`src/rtl/alu_operand_stage.sv`:
```
// Operand-preparation stage feeding the 16-bit ALU: register file, writeback mux, A/B operand registers, B shifter.
// Optional same-cycle write-to-read forwarding is enabled by defining ALU_OPSTAGE_BYPASS_EN.
module alu_operand_stage #(
    parameter int unsigned DW   = 16,
    parameter int unsigned NREG = 8
) (
    input  logic                    clk,
    input  logic                    rst_n,
    input  logic                    write,
    input  logic [$clog2(NREG)-1:0] writenum,
    input  logic [1:0]              vsel,
    input  logic [DW-1:0]           c_in,
    input  logic [DW-1:0]           mdata,
    input  logic [DW-1:0]           sximm8,
    input  logic [7:0]              pc,
    input  logic [$clog2(NREG)-1:0] readnum,
    input  logic                    loada,
    input  logic                    loadb,
    input  logic [1:0]              shift,
    input  logic                    asel,
    input  logic                    bsel,
    input  logic [DW-1:0]           sximm5,
    output logic [DW-1:0]           Ain,
    output logic [DW-1:0]           Bin,
    output logic [DW-1:0]           rd_data
);

    logic [DW-1:0] regs [NREG];
    logic [DW-1:0] a_q;
    logic [DW-1:0] b_q;
    logic [DW-1:0] wb_data;
    logic [DW-1:0] b_shift;

    // Writeback source select; pc is zero-extended to the datapath width.
    always_comb begin
        wb_data = c_in;
        case (vsel)
            2'b00:   wb_data = c_in;
            2'b01:   wb_data = DW'(pc);
            2'b10:   wb_data = sximm8;
            default: wb_data = mdata;
        endcase
    end

`ifdef ALU_OPSTAGE_BYPASS_EN
    // Forward the in-flight write so a same-cycle load sees the new value.
    always_comb begin
        rd_data = regs[readnum];
        if (write && (writenum == readnum)) begin
            rd_data = wb_data;
        end
    end
`else
    always_comb begin
        rd_data = regs[readnum];
    end
`endif

    // Register file and operand registers; reset wins over every load.
    always_ff @(posedge clk) begin
        if (!rst_n) begin
            for (int i = 0; i < int'(NREG); i++) begin
                regs[i] <= '0;
            end
            a_q <= '0;
            b_q <= '0;
        end else begin
            if (write) begin
                regs[writenum] <= wb_data;
            end
            if (loada) begin
                a_q <= rd_data;
            end
            if (loadb) begin
                b_q <= rd_data;
            end
        end
    end

    always_comb begin
        b_shift = b_q;
        case (shift)
            2'b00:   b_shift = b_q;
            2'b01:   b_shift = {b_q[DW-2:0], 1'b0};
            2'b10:   b_shift = {1'b0, b_q[DW-1:1]};
            default: b_shift = {b_q[DW-1], b_q[DW-1:1]};
        endcase
    end

    always_comb begin
        Ain = asel ? '0 : a_q;
        Bin = bsel ? sximm5 : b_shift;
    end

endmodule

```
`config.mk`:
```
export PLATFORM = sky130hd
export DESIGN_NAME = alu_operand_stage
export DESIGN_NICKNAME = d
export VERILOG_FILES = /design/src/rtl/alu_operand_stage.sv
export SDC_FILE = /design/constraint.sdc
export NUM_CORES = 1
export LEC_CHECK = 0
export CORE_ASPECT_RATIO = 1.1
export CORE_MARGIN = 2
export CORE_UTILIZATION = 50
export CTS_BUF_LIST = sky130_fd_sc_hd__clkbuf_16
export DETAILED_ROUTE_END_ITERATION = 16
export GPL_TIMING_DRIVEN = 0
export PLACE_DENSITY = 0.83
export SYNTH_ARGS = -nofsm -noshare
export SYNTH_HDL_FRONTEND = slang
export SYNTH_SLANG_ARGS = --single-unit
```
`constraint.sdc`:
```
create_clock -name clk -period 2.3 [get_ports clk]
set_input_delay 0.69 -clock clk [delete_from_list [all_inputs] [get_ports clk]]
set_output_delay 0.69 -clock clk [all_outputs]
set_load 0.05 [all_outputs]
```
==> impl_metrics.toml <==
[clock_network]
hold_buffers = 0
clock-sinks = 160
cts_buffer_depth = 2
root_buffer = "clkbuf_16"
numCtsBuffers = 17
clk_pin_slew_ns = 0.06
cts_tree = "yes"
clock_latency_ns = 0.43
cts_max_level = 4

[logic_synthesis]
ys_warn_count = 0
syn_avg_cell_area_um2 = 11.2
netlist.area_leader.share_pct = 49.1
yosys-top-cells-area = "edfxtp_1, mux2i_1, dfxtp_1"
syn_nets = 787
ys.flop_type = "edfxtp_1"
async_reset_ff_share_pct = 0
synth_cells = 698
ys_ff_latch = 160
yosysTopAreaCell = "edfxtp_1"
ys_types = 29
synth-edff-count = 128
syn_area_um2 = 7830
yosysSeqAreaShare_pct = 57.3

[setup_path]
crit_arrival_ns = 1.86
cpMaxStageDelayCell = "a22oi_2"
cp_num_buf_inv = 4
cp_cell_sequence = "buf_16 > buf_16 > mux2i_4 > a22oi_2 > nand2_2 > clkinvlp_4 > buf_8"
cp-start-kind = "input pin"
crit_required_ns = 1.61
crit_family = "buffers and inverters"
slowest_delay_ns = 0.29
crit_type = "in -> out"
cp-end-kind = "output pin"
crit_top_cell = "buf_16"
regToRegStartpoint = "regs[6][3]"
crit_fanout = 8
crit_start = "readnum[0]"

[layout]
finalInstanceArea_um2 = 11500
antennaDiodeCount = 0
area_delta_synth_final_pct = 46.6
fin_util_pct = 75.7
layout.nets = 980
drive_gt1_share_pct = 37.1
fill_cells = 889

[floorplan]
die_x_um = 123
coreArea_um2 = 15200
die_h_um = 135
ios = 137
placementRows = 47
floorplan.initialDensity_pct = 51.6
die_area_um2 = 16700

[detailed_routing]
finalWirelength_um = 22800
vias = 6366
top_layer = "met4"
drtAntennaViolNets = 0
vias_per_cell = 5.79
drc = 0
wl_met2_um = 12000
dr_wl_met3_um = 1860
wl_per_cell_um = 20.7
drt-met1-wl_um = 8270
dr.pass1.iters = 5
dr.first_iter.drc_count = 690

[global_routing]
grtUsageTotal_pct = 27.1
grt_overflow = 0
grt_pass1_vias = 6418
grt_max_degree = 18
antenna_found_initial = 0
grt_pass1_wl_um = 33800

[timing]
clock_skew_ns = 0.00792
setup_violations = 16
tightest_slew_ns = 0.680
fin_crit_sh_pct = 111
rsz0062_at_grt = "yes"
fin_setup_tns_ns = -2.45
holdWs_ns = 0.520
relSlewSlack_pct = 54.7
final-hold-violation-count = 0
fmax_mhz = 392
drv_slew = 0
timing.final.ws_setup_ns = -0.249
finalCriticalPeriod_ns = 2.55

[run]
drv_cap = 0

[placement]
place_area_um2 = 9600
dp_slack_ns = -1.43
dp_hpwl_um = 13800
gp_congestion = 0.817
port_buffers = 132

[pwr]
cellPowerDensity_nw_per_um2 = 706
p_leak_nw = 4.28
max-vdd-ir-drop_mv = 0.538

[worst_hold_path]
hold_path_class = "reg -> reg"
min_from = "a_q[10]"

[run_status]
status = "finished, violations left"
violations = "setup timing"
==> flip-flops by register name (all words and copies together) (netlist names) <==
name	count
regs	128
a_q	16
b_q	16
==> per-layer routing <==
metal / vias up / track usage, %
met5: - / 0
met1: 3026 / 30.9
met2: 400 / 49.8
met4: 0 / 9.66
li1: 2879 / -
met3: 61 / 5.51
==> cell families after synthesis <==
group,Yosys count,synth area share (%)
muxes,102,13.3
buffers and inverters,64,4.78
xor gates and xnor gates,1,0.112
AOI/OAI and AO/OA,144,12.5
DFF,160,57.3
and+or+nand+nor,227,12.1
==> tightest hold or removal path: stages, from the launching register on <==
cell and delay [ns]:
dfxtp_1 0.32, o21ai_0 0.07, a21oi_1 0.10
==> worst paths after layout <==
path         slack, ns  depth (start not counted)         end
max              -0.25                          7  rd_data[6]
min               0.52                          2     a_q[10]
max reg2reg       1.00                          6      b_q[3]
min reg2reg       0.52                          2     a_q[10]
==> through the flow <==
step | power, W | instances
6_report | 0.00810 | 1100
5_1_grt | 0.00834 | 1100
4_1_cts | 0.00793 | 1089
3_5_place_dp | 0.00485 | 1026
3_3_place_gp | 0.00481 | 1026
2_1_floorplan | 0.00434 | 698
==> synthesized netlist by cell type, types with 2 or more instances <==
| library cell | instances |
|---|---|
| nor2_1 | 144 |
| edfxtp_1 | 128 |
| mux2i_1 | 86 |
| nand2_1 | 55 |
| a21oi_1 | 48 |
| o21ai_0 | 48 |
| a22oi_1 | 32 |
| dfxtp_1 | 32 |
| clkbuf_1 | 21 |
| nor2b_1 | 20 |
| inv_1 | 16 |
| mux2_2 | 16 |
| buf_2 | 13 |
| o21ai_4 | 8 |
| buf_6 | 6 |
| a22oi_2 | 5 |
| a22oi_4 | 3 |
| buf_12 | 3 |
| buf_4 | 3 |
| nand3_2 | 2 |
==> power by group <==
part,internal [W],total (W),switching (W)
combinational,0.000791,0.00180,0.00101
clock,0.00170,0.00288,0.00117
sequential,0.00332,0.00342,0.000105
==> area by class of cell <==
type | count | area (um^2) | area share [%]
buffer | 43 | 447 | 3.89
clock buffer | 17 | 425 | 3.71
multi-input combinational | 475 | 3640 | 31.7
inverter | 16 | 120 | 1.05
timing repair buffer | 178 | 1960 | 17.0
clock inverter | 15 | 166 | 1.45
sequential | 160 | 4480 | 39.1
tap | 196 | 245 | 2.14
==> what timing repair did <==
item	4_1_cts	5_1_grt
endpoints found under the setup margin	176	152
setup buffers	24	12
resized for setup	472	60
pin swaps	40	14
cloned	9	2
==> cells in the final DEF, fill, tap and decap left out, types with 7 or more instances in the layout <==
cell type	count
clkbuf_1	9
nor2_1	143
mux2i_1	55
dfxtp_1	32
buf_16	7
o21ai_4	15
mux2i_2	22
nand2_2	17
o21ai_0	32
nor2b_1	17
mux2_2	16
clkbuf_16	19
buf_6	16
a21oi_2	14
a22oi_2	36
clkinvlp_4	18
buf_12	14
nand2_4	8
edfxtp_1	128
mux2i_4	9
o21ai_2	7
nand2_1	30
buf_4	49
clkdlybuf4s50_1	78
a21oi_1	34
buf_2	7
buf_8	19
(Power assumes the default switching activity.)
